[src/rtl/alu_pkg.sv]
// Shared definitions for the ALU request sequencer: opcodes, FSM encoding and
// the small decode helpers used when capturing a response.
package alu_pkg;

  localparam logic [3:0] OP_ADD  = 4'b0000;
  localparam logic [3:0] OP_SUB  = 4'b0001;
  localparam logic [3:0] OP_MUL  = 4'b0010;
  localparam logic [3:0] OP_DIV  = 4'b0011;
  localparam logic [3:0] OP_SHL  = 4'b0100;
  localparam logic [3:0] OP_SHR  = 4'b0101;
  localparam logic [3:0] OP_ROL  = 4'b0110;
  localparam logic [3:0] OP_ROR  = 4'b0111;
  localparam logic [3:0] OP_AND  = 4'b1000;
  localparam logic [3:0] OP_OR   = 4'b1001;
  localparam logic [3:0] OP_XOR  = 4'b1010;
  localparam logic [3:0] OP_NOR  = 4'b1011;
  localparam logic [3:0] OP_NAND = 4'b1100;
  localparam logic [3:0] OP_XNOR = 4'b1101;
  localparam logic [3:0] OP_GT   = 4'b1110;
  localparam logic [3:0] OP_EQ   = 4'b1111;

  typedef enum logic [1:0] {
    IDLE = 2'd0,
    EXEC = 2'd1,
    RESP = 2'd2
  } seq_state_t;

  // One requester's operation as presented on the request channel.
  typedef struct packed {
    logic [3:0] opcode;
    logic [7:0] operand1;
    logic [7:0] operand2;
  } alu_req_t;

  // The ALU only drives a meaningful carry for add/sub; otherwise it is stale.
  function automatic logic carry_valid(input logic [3:0] opcode);
    return (opcode == OP_ADD) || (opcode == OP_SUB);
  endfunction

  function automatic logic is_div_zero(input logic [3:0] opcode, input logic [7:0] operand2);
    return (opcode == OP_DIV) && (operand2 == 8'h00);
  endfunction

endpackage

[src/rtl/rr_arbiter2.sv]
// Two-way round-robin grant. Purely combinational; the pointer is owned and
// advanced by the parent on a completed handshake.
module rr_arbiter2 (
  input  logic req0,
  input  logic req1,
  input  logic ptr,
  input  logic en,
  output logic gnt_id,
  output logic gnt_valid
);

  // Single requester wins outright; on contention the pointer decides.
  always_comb begin
    gnt_valid = en && (req0 || req1);
    gnt_id    = 1'b0;
    if (req0 && req1) begin
      gnt_id = ptr;
    end else if (req1) begin
      gnt_id = 1'b1;
    end
  end

endmodule

[src/rtl/alu_req_sequencer.sv]
// Shares one external combinational ALU between two requesters. Accepts one
// operation at a time, holds its operands on the ALU for EXEC_CYCLES cycles,
// then captures result/flags into a tagged response channel.
module alu_req_sequencer
  import alu_pkg::*;
#(
  parameter int unsigned EXEC_CYCLES = 1,
  parameter int unsigned CNT_W       = 16
) (
  input  logic             clk,
  input  logic             rst_n,
  // Requester 0
  input  logic             req0_valid,
  output logic             req0_ready,
  input  logic [7:0]       req0_operand1,
  input  logic [7:0]       req0_operand2,
  input  logic [3:0]       req0_opcode,
  // Requester 1
  input  logic             req1_valid,
  output logic             req1_ready,
  input  logic [7:0]       req1_operand1,
  input  logic [7:0]       req1_operand2,
  input  logic [3:0]       req1_opcode,
  // ALU side
  output logic [7:0]       alu_operand1,
  output logic [7:0]       alu_operand2,
  output logic [3:0]       alu_opcode,
  input  logic [15:0]      alu_result,
  input  logic             alu_flag_c,
  input  logic             alu_flag_z,
  // Response channel
  output logic             rsp_valid,
  input  logic             rsp_ready,
  output logic             rsp_id,
  output logic [15:0]      rsp_result,
  output logic             rsp_flag_c,
  output logic             rsp_flag_z,
  output logic             rsp_err,
  // Status
  output logic             busy,
  output logic [CNT_W-1:0] op_count
);

  localparam int unsigned WaitW = ($clog2(EXEC_CYCLES + 1) > 1) ? $clog2(EXEC_CYCLES + 1) : 1;
  localparam logic [WaitW-1:0] WaitLoad = WaitW'(EXEC_CYCLES - 1);

  seq_state_t       state_q;
  logic             ptr_q;
  logic             id_q;
  logic [WaitW-1:0] wait_q;

  logic             gnt_id;
  logic             gnt_valid;
  alu_req_t         sel_req;

  logic             div_zero;
  logic [15:0]      cap_result;
  logic             cap_flag_c;
  logic             cap_flag_z;

  rr_arbiter2 u_arb (
    .req0      (req0_valid),
    .req1      (req1_valid),
    .ptr       (ptr_q),
    .en        (state_q == IDLE),
    .gnt_id    (gnt_id),
    .gnt_valid (gnt_valid)
  );

  assign req0_ready = gnt_valid && !gnt_id;
  assign req1_ready = gnt_valid && gnt_id;
  assign busy       = (state_q != IDLE);

  // Select the granted requester's operation.
  always_comb begin
    sel_req = '{opcode: req0_opcode, operand1: req0_operand1, operand2: req0_operand2};
    if (gnt_id) begin
      sel_req = '{opcode: req1_opcode, operand1: req1_operand1, operand2: req1_operand2};
    end
  end

  // Response capture values, masking the ALU's stale carry and divide-by-zero garbage.
  always_comb begin
    div_zero   = is_div_zero(alu_opcode, alu_operand2);
    cap_result = alu_result;
    cap_flag_z = alu_flag_z;
    cap_flag_c = carry_valid(alu_opcode) ? alu_flag_c : 1'b0;
    if (div_zero) begin
      cap_result = 16'h0000;
      cap_flag_z = 1'b0;
      cap_flag_c = 1'b0;
    end
  end

  // Sequencer FSM with all outputs registered.
  always_ff @(posedge clk or negedge rst_n) begin
    if (!rst_n) begin
      state_q      <= IDLE;
      ptr_q        <= 1'b0;
      id_q         <= 1'b0;
      wait_q       <= '0;
      alu_operand1 <= 8'h00;
      alu_operand2 <= 8'h00;
      alu_opcode   <= 4'h0;
      rsp_valid    <= 1'b0;
      rsp_id       <= 1'b0;
      rsp_result   <= 16'h0000;
      rsp_flag_c   <= 1'b0;
      rsp_flag_z   <= 1'b0;
      rsp_err      <= 1'b0;
      op_count     <= '0;
    end else begin
      unique case (state_q)
        IDLE: begin
          if (gnt_valid) begin
            alu_operand1 <= sel_req.operand1;
            alu_operand2 <= sel_req.operand2;
            alu_opcode   <= sel_req.opcode;
            id_q         <= gnt_id;
            wait_q       <= WaitLoad;
            ptr_q        <= ~gnt_id;
            state_q      <= EXEC;
          end
        end
        EXEC: begin
          if (wait_q != '0) begin
            wait_q <= wait_q - WaitW'(1);
          end else begin
            rsp_valid  <= 1'b1;
            rsp_id     <= id_q;
            rsp_result <= cap_result;
            rsp_flag_c <= cap_flag_c;
            rsp_flag_z <= cap_flag_z;
            rsp_err    <= div_zero;
            state_q    <= RESP;
          end
        end
        RESP: begin
          if (rsp_ready) begin
            rsp_valid <= 1'b0;
            op_count  <= op_count + CNT_W'(1);
            state_q   <= IDLE;
          end
        end
        default: state_q <= IDLE;
      endcase
    end
  end

  // Protocol invariants.
  assert property (@(posedge clk) disable iff (!rst_n)
    rsp_valid && !rsp_ready |=> rsp_valid &&
      $stable({rsp_id, rsp_result, rsp_flag_c, rsp_flag_z, rsp_err}));

  assert property (@(posedge clk) disable iff (!rst_n) !(req0_ready && req1_ready));

  assert property (@(posedge clk) disable iff (!rst_n)
    (state_q != IDLE) |-> (!req0_ready && !req1_ready));

endmodule

[config.mk]
export PLATFORM = sky130hd
export DESIGN_NAME = alu_req_sequencer
export DESIGN_NICKNAME = d
export VERILOG_FILES = /design/src/rtl/alu_pkg.sv /design/src/rtl/rr_arbiter2.sv /design/src/rtl/alu_req_sequencer.sv
export SDC_FILE = /design/constraint.sdc
export NUM_CORES = 1
export LEC_CHECK = 0
export BUFFER_PORTS_ARGS = -buffer_cell sky130_fd_sc_hd__clkbuf_2
export CAP_MARGIN = 20
export CORE_MARGIN = 2
export CORE_UTILIZATION = 49
export DETAILED_ROUTE_END_ITERATION = 10
export GPL_TIMING_DRIVEN = 0
export HOLD_SLACK_MARGIN = 0.15
export PLACE_DENSITY_LB_ADDON = 0.1
export SLEW_MARGIN = 10
export SYNTH_ARGS = -nofsm -noshare
export SYNTH_HDL_FRONTEND = slang
export SYNTH_SLANG_ARGS = --single-unit
[constraint.sdc]
create_clock -name clk -period 3.8 [get_ports clk]
set_clock_uncertainty 0.15 [all_clocks]
set_input_delay 0.38 -clock clk [delete_from_list [all_inputs] [get_ports clk]]
set_output_delay 0.38 -clock clk [all_outputs]
set_load 0.01 [all_outputs]
==> impl_metrics.ini, run 1 <==
[drt]
drt_iter0_drc = 195
drc = 0
vias = 2592
drt_wl_total_um = 7470
firstDrtPassIters = 8
vias_per_cell = 5.14
ant_nets = 0
routedWlPerCell_um = 14.8

[cells_and_area]
num-fill-cells = 352
antenna_cells = 0
syn2layout_area_growth_pct = 55.7
drive_gt1_share_pct = 35.0
final_cell_count_no_fill = 504
fin_area_sq_mm = 0.00401
fin_nets = 493

[power_and_ir_drop]
peakVddDrop_mv = 0.553
leakage_nw = 2.14
power_density_mw_per_mm2 = 707

[synthesis]
ys_top_cells_by_area = dfrtp_1 59%, a222oi_1 7.8%, nand2_1 7.6%
ys_warn_count = 0
yosysSeqAreaShare_pct = 59.3
yosysTopAreaCell = dfrtp_1
yosysMostFrequentCell = dfrtp_1
synth-main-ff-cell = dfrtp_1
synthArstFlopShare_pct = 100
synth.net_count = 305
syn_inst = 241
syn_area_sq_mm = 0.00257
synth_cell_type_count = 28
synth_area_per_cell_sq_um = 10.7
synth_common_cells = 61 x dfrtp_1, 52 x nand2_1, 23 x inv_1, 20 x a222oi_1, 19 x o21ai_0
synth-seq-cells = 61
synth_edf_count = 0
yosys.area.top_type_share_pct = 59.3

[global_route]
grt_pass1_wl_um = 12600
grt_usage_pct = 27.4
grt_max_degree = 32
grt_pass1_vias = 2677
grt_overflow_total = 0
grt_antenna_before_repair = 0

[timing]
clock.fmax_mhz = 436
slew_headroom_pct = 70.6
setup_ws_ps = 1500
slew_viol_final = 0
worst_pin_slew_ps = 440
rsz0062_at_grt = false
final.min_clock_period_ps = 2300
setup_viol = 0
tns_ps = 0
final-hold-violation-count = 0
post-route-period-util_pct = 60.4

[worst_hold_path]
holdCritStartpoint = alu_result[15]
whs_endpoint = rsp_result[15]
min_path_cells = 3
hp-class = in2reg

[floorplan]
rows = 26
ios = 123
die_h_um = 76.5
initial_core_util_pct = 50.7
die-area_sq_mm = 0.00585
fp.dieW_um = 76.5
core_sq_mm = 0.00507

[clocking]
ctsRootBufferMaster = clkbuf_8
numCtsBuffers = 9
cts_max_path_buffers = 2
h-tree-depth = 3
clock_latency_ps = 330
numClockSinks = 61
cts_tree = done
path_clk_slew_ps = 60
cts_resized = 0

[placement]
place_ws_ps = 2020
place_hpwl_um = 4400
globalplace.congestion = 0.788
io_buffers = 122
numPlacedInstances = 434
place_area_sq_mm = 0.00329

[critical_path]
r2r_slack_ps = 1500
critical_path.endpoint_type = flop
path_class = reg2reg
required_ps = 3870
reg2regPathDepth = 6
path_buf_inv = 3
critPathMaxStageDelay_ps = 610
crit_start = state_q[1]
path_cells = nor2_2 -> o21ai_1 -> buf_2 -> a222oi_1 -> dlygate4sd3_1 -> inv_1
start_kind = flop
r2r_end = alu_operand2[7]
r2r_start = state_q[1]
worst_path_max_delay_cell = dlygate4sd3_1
critPathArrivalTime_ps = 2360
critical_path.top_delay_family = buffers and inverters
cp_max_fo = 10

[run_status]
status = complete, no violations

[flow_run]
drv_cap = 0
[cell type report]
cell class	instances	area (sq um)	area share, %
flip-flops and latches	61	1530	38.1
repair buffers	177	1170	29.3
multi-input cells	145	885	22.1
clock buffers	15	166	4.15
well taps	70	87.6	2.19
inverters	23	86.3	2.15
plain buffers	12	76.3	1.91
clock inverters	1	5.00	0.125
[flip-flops by register name, summed over array words and instances, names as in the netlist, 2 cells and up]
name          flops
op_count         16
rsp_result       16
alu_operand1      8
alu_operand2      8
alu_opcode        4
state_q           2
[layer usage]
metal | GRT usage, % | routed length (um) | vias to the layer above
li1 | - | - | 1214
met1 | 32.6 | 3000 | 1216
met2 | 46.3 | 3710 | 142
met3 | 6.16 | 527 | 20
met4 | 14.4 | 235 | 0
met5 | 0 | 0 | -
[worst register-to-register path, cell delays in order, from the launching register on]
cell and delay (ps):
dfrtp_1 450, nor2_2 210, o21ai_1 180, buf_2 240, a222oi_1 330, dlygate4sd3_1 610, inv_1 40
[per-stage QoR]
step                total power, mW  utilization [%]  hold WS (ps)
floorplan                      1.66                -         -65.6
global placement               2.06             64.5           307
detailed placement             2.10             64.9           226
CTS                            2.80             78.9           150
global route                   3.03             78.9           154
finish                         2.83             78.9           161
[placed cells by master (no fill, tap or decap), drive strengths merged]
cell type    instances
a21o                 2
a222oi              20
and2b                1
and3                 6
buf                 11
clkbuf             139
clkinv               1
dfrtp               61
dlygate4sd3         54
ha                   1
inv                 23
nand2               52
nand2b               3
nand3                6
nand3b               1
nand4                6
nor2                 6
nor3                 1
nor4                 2
nor4b                2
o21ai               20
or4b                 1
xnor2               12
xor2                 3
[how the worst max path moves through the flow]
stage,to,cells past startpoint
after global placement,alu_operand1[6],1
final,alu_operand2[7],6
after CTS,alu_operand1[3],6
after floorplan,req0_ready,3
after detailed placement,req0_ready,4
after global routing,alu_operand2[7],6
[logic make-up after synthesis]
group                      after synthesis  synth area share [%]
AOI/OAI and AO/OA                       42                  12.3
adders and majority gates                1                 0.486
and+or+nand+nor                         87                  16.5
buffers and inverters                   35                  6.32
xor gates and xnor gates                15                  5.10
DFF                                     61                  59.3
[repair_timing]
action,4_1_cts,5_1_grt
endpoints found under the hold margin,65,0
hold buffers,54,0
setup buffers,0,0
[power by group]
part / switching, mW / internal (mW)
logic: 0.624 / 0.608
registers: 0.196 / 0.899
clock network: 0.233 / 0.273
No activity file was read; power rests on OpenSTA's default activity.
==> inputs of run 2 (changes only) <==
Settings changed: CORE_UTILIZATION 49 to 41.
Clock period 3.8 ns to 2 ns, I/O delays scaled along.
==> impl_metrics.ini, run 2 (synthesis results as in run 1) <==
[global_route]
grt_antenna_before_repair = 0
grt_max_degree = 34
grt_pass1_wl_um = 12200
grt_usage_pct = 21.7
grt_pass1_vias = 2568
grt_overflow_total = 0

[cells_and_area]
fin_nets = 498
fin_area_sq_mm = 0.00413
drive_gt1_share_pct = 35.1
reg_top3 = op_count x16, rsp_result x16
syn2layout_area_growth_pct = 60.3
antenna_cells = 0
num-fill-cells = 478
layout_commonest_cell = clkbuf_2
final_cell_mix = 121 x clkbuf_2, 61 x dfrtp_1, 60 x dlygate4sd3_1

[floorplan]
initial_core_util_pct = 43.0
ios = 123
die-area_sq_mm = 0.00693
core_sq_mm = 0.00599
fp.dieW_um = 83.2
die_h_um = 83.2
rows = 28

[placement]
io_buffers = 122
place_area_sq_mm = 0.00330
place_ws_ps = 227
globalplace.congestion = 0.758
place_hpwl_um = 4530

[drt]
vias = 2569
drc = 0
routedWlPerCell_um = 14.3
firstDrtPassIters = 8
vias_per_cell = 5.00
drt_wl_total_um = 7330
ant_nets = 0
drt_iter0_drc = 140

[power_and_ir_drop]
power_density_mw_per_mm2 = 1290
leakage_nw = 2.20
peakVddDrop_mv = 0.736

[timing]
timing.hold.ws_ps = 215
tns_ps = 0
worst_pin_slew_ps = 458
final.min_clock_period_ps = 1880
setup_viol = 0
final-hold-violation-count = 0
clock.fmax_mhz = 532
setup_ws_ps = 122
slew_headroom_pct = 69.5
slew_viol_final = 0
post-route-period-util_pct = 93.9
rsz0062_at_grt = false

[clocking]
path_clk_slew_ps = 70
numCtsBuffers = 9
cts_max_path_buffers = 2
ctsRootBufferMaster = clkbuf_8
h-tree-depth = 3
numClockSinks = 61
clock_latency_ps = 330
cts_tree = done

[run_status]
status = complete, no violations

[critical_path]
critical_path.top_delay_family = simple AND/OR/NAND/NOR gates
critPathMaxStageDelay_ps = 460
r2r_start = state_q[1]
critPathArrivalTime_ps = 1530
cp_max_fo = 13
start_kind = flop
path_cells = nor2_4 -> and3_2 -> clkbuf_2
required_ps = 1650
crit_start = state_q[1]
worst_path_max_delay_cell = dfrtp_1
critical_path.endpoint_type = output pin
path_buf_inv = 1
path_class = reg2out

[worst_hold_path]
hp-class = in2async

[flow_run]
drv_cap = 0
[run 2: final timing paths]
| path | slack [ps] | depth (start not counted) | endpoint |
|---|---|---|---|
| worst min-delay path | 210 | 2 | rsp_result[7] |
| worst min register to register | 330 | 2 | rsp_result[12] |
| worst max register to register | 180 | 5 | alu_operand2[6] |
| worst max-delay path | 120 | 3 | req0_ready |
| max in group asynchronous | 960 | 3 | op_count[0] |
| min in group clk | 220 | 4 | alu_operand2[1] |
[run 2: cell type report]
class	instances	area, sq um	area share [%]
clock inverter	4	70.1	1.70
timing repair buffer	183	1230	29.9
buffer	11	71.3	1.73
clock buffer	12	155	3.76
multi-input combinational	145	890	21.6
sequential	61	1530	37.0
inverter	23	86.3	2.09
tap	75	93.8	2.27
[run 2: per-layer routing]
layer,part of all wire [%],vias up,track usage [%]
met5,0,-,0
met4,2.6,0,11.6
met3,7.1,21,5.07
met2,47,123,34.2
met1,43,1201,27.9
li1,-,1224,-
[run 2: stage by stage]
step | power, mW | util, % | instances
2_1_floorplan | 3.16 | - | 241
3_3_place_gp | 3.94 | 54.7 | 438
3_5_place_dp | 3.98 | 55.1 | 439
4_1_cts | 5.32 | 69.0 | 515
5_1_grt | 5.69 | 68.9 | 514
6_report | 5.32 | 68.9 | 514
[run 2: timing repair]
| item | CTS | global route |
|---|---|---|
| endpoints found under the setup margin | 1 | 1 |
| endpoints found under the hold margin | 104 | 0 |
| gates cloned | 0 | 0 |
| hold buffers | 60 | 0 |
| gates resized for setup | 1 | 0 |
| buffers inserted | 0 | 0 |
[run 2: power breakdown]
part	internal (mW)	switching, mW	leakage (nW)
logic	0.905	1.11	1.31
clock network	0.767	0.469	0.116
registers	1.71	0.370	0.774
total	3.38	1.95	2.20
==> inputs of run 3 (changes only) <==
Settings changed: CTS_BUF_LIST set to sky130_fd_sc_hd__clkbuf_4 sky130_fd_sc_hd__clkbuf_8 sky130_fd_sc_hd__clkbuf_16, PLACE_DENSITY set to 0.75, PLACE_DENSITY_LB_ADDON 0.1 to not set.
==> impl_metrics.ini, run 3 (synthesis results as in run 1) <==
[run_status]
status = complete, no violations

[timing]
final-hold-violation-count = 0
slew_headroom_pct = 45.1
worst_pin_slew_ps = 823
setup_viol = 0
post-route-period-util_pct = 93.3
setup_ws_ps = 134
rsz0062_at_grt = false
clock.fmax_mhz = 536
final.min_clock_period_ps = 1870
timing.hold.ws_ps = 216
tns_ps = 0
slew_viol_final = 0

[clocking]
numClockSinks = 61
path_clk_slew_ps = 70
ctsRootBufferMaster = clkbuf_8
post_cts.repair.setup_buffers = 0
clock_latency_ps = 330
h-tree-depth = 3
cts_max_path_buffers = 2
cts_tree = done
numCtsBuffers = 9

[critical_path]
critical_path.endpoint_type = output pin
required_ps = 1650
critPathArrivalTime_ps = 1520
cp_max_fo = 10
start_kind = flop
r2r_start = state_q[1]
reg2regPathDepth = 5
path_class = reg2out
r2r_end = alu_operand1[3]
r2r_slack_ps = 260

[global_route]
grt_antenna_before_repair = 0
grt_overflow_total = 0
grt_usage_pct = 23.2
grt_pass1_wl_um = 12900
grt_max_degree = 62
grt_pass1_vias = 2743

[power_and_ir_drop]
p_int_mw = 3.14
pwr-share-comb_pct = 39.8
finalPower_mw = 5.12
switching_share_pct = 38.6
clkPwrFrac_pct = 19.4
power_density_mw_per_mm2 = 1260
peakVddDrop_mv = 0.770
leakage_nw = 2.18
share_seq_of_total_power_pct = 40.8
p_switching_mw = 1.97

[cells_and_area]
antenna_cells = 0
layout_commonest_cell = clkbuf_2
syn2layout_area_growth_pct = 58.2
final_cell_mix = 121 x clkbuf_2, 60 x dfrtp_1, 60 x dlygate4sd3_1
regArea_sq_mm = 0.00153
final_cell_count_no_fill = 514
fin_area_sq_mm = 0.00407
fin_nets = 498
fin_util_pct = 68.0
multi_input_area_sq_um = 890
num-fill-cells = 450
reg_top3 = op_count x16, rsp_result x16
drive_gt1_share_pct = 35.5

[drt]
drt_wl_total_um = 7760
routedWlPerCell_um = 15.1
vias_per_cell = 5.13
ant_nets = 0
drt_iter0_drc = 204
vias = 2638
drc = 0
firstDrtPassIters = 8

[placement]
globalplace.congestion = 0.781
io_buffers = 122
numPlacedInstances = 438
place_hpwl_um = 4370
place_ws_ps = 284
place_area_sq_mm = 0.00328

[floorplan]
die_h_um = 83.2
fp.dieW_um = 83.2
rows = 28
initial_core_util_pct = 43.0
die-area_sq_mm = 0.00693
ios = 123
core_sq_mm = 0.00599

[worst_hold_path]
holdCritStartpoint = req1_valid
min_path_cells = 4
whs_endpoint = alu_operand2[0]
hp-class = in2reg

[flow_run]
drv_cap = 0
## run 3: cell count changes in the layout (fill, tap and decap cells not counted)
cell        previous run  this run
bufinv_16              2         0
buf_12                 1         0
buf_4                  0         1
clkbuf_1               3         2
clkbuf_4               1         2
clkinv_2               2         3
clkinvlp_4             0         1
dfrtp_1               61        60
dfrtp_2                0         1
## run 3: cell type report
class,count,area share [%]
Sequential cell,61,37.5
Timing Repair Buffer,182,29.8
Multi-Input combinational cell,145,21.9
Clock buffer,12,3.90
Tap cell,75,2.30
Inverter,23,2.12
Buffer,12,1.94
Clock inverter,4,0.553
## run 3: worst max-delay path: stages (launching register included)
cell,delay (ps)
dfrtp_2,460
nor2_4,150
and3_2,250
buf_4,180
clkbuf_2,150
## run 3: how the worst max path moves through the flow
| stage | startpoint | end | slack [ps] | cells past startpoint |
|---|---|---|---|---|
| 2_1_floorplan | alu_opcode[3] | rsp_flag_z | 500 | 5 |
| 3_3_place_gp | rst_n | alu_operand1[2] | 300 | 1 |
| 3_5_place_dp | state_q[1] | alu_opcode[1] | 280 | 5 |
| 4_1_cts | state_q[1] | req0_ready | 20 | 4 |
| 5_1_grt | state_q[1] | req0_ready | 30 | 4 |
| 6_report | state_q[1] | req0_ready | 130 | 4 |
## run 3: power by group through the flow
stage               registers, mW  logic [mW]  clock network [mW]
floorplan                    2.23       0.937                   0
global placement             2.07        1.84                   0
detailed placement           2.08        1.90                   0
CTS                          2.07        1.99                1.02
global route                 2.15        2.25                1.08
finish                       2.09        2.04               0.994
## run 3: repair_timing
item                       in CTS  in global routing
hold buffers                   60                  0
gates resized for setup         1                  3
hold endpoints to repair      105                  0
setup endpoints to repair       1                  1
## run 3: layer usage
| layer | vias to the layer above | global-route usage, % | part of all wire, % |
|---|---|---|---|
| met4 | 0 | 12.2 | 4.1 |
| met2 | 146 | 38.5 | 49 |
| met1 | 1236 | 27.6 | 39 |
| li1 | 1227 | - | - |
| met5 | - | 0 | 0 |
| met3 | 29 | 5.96 | 8.0 |
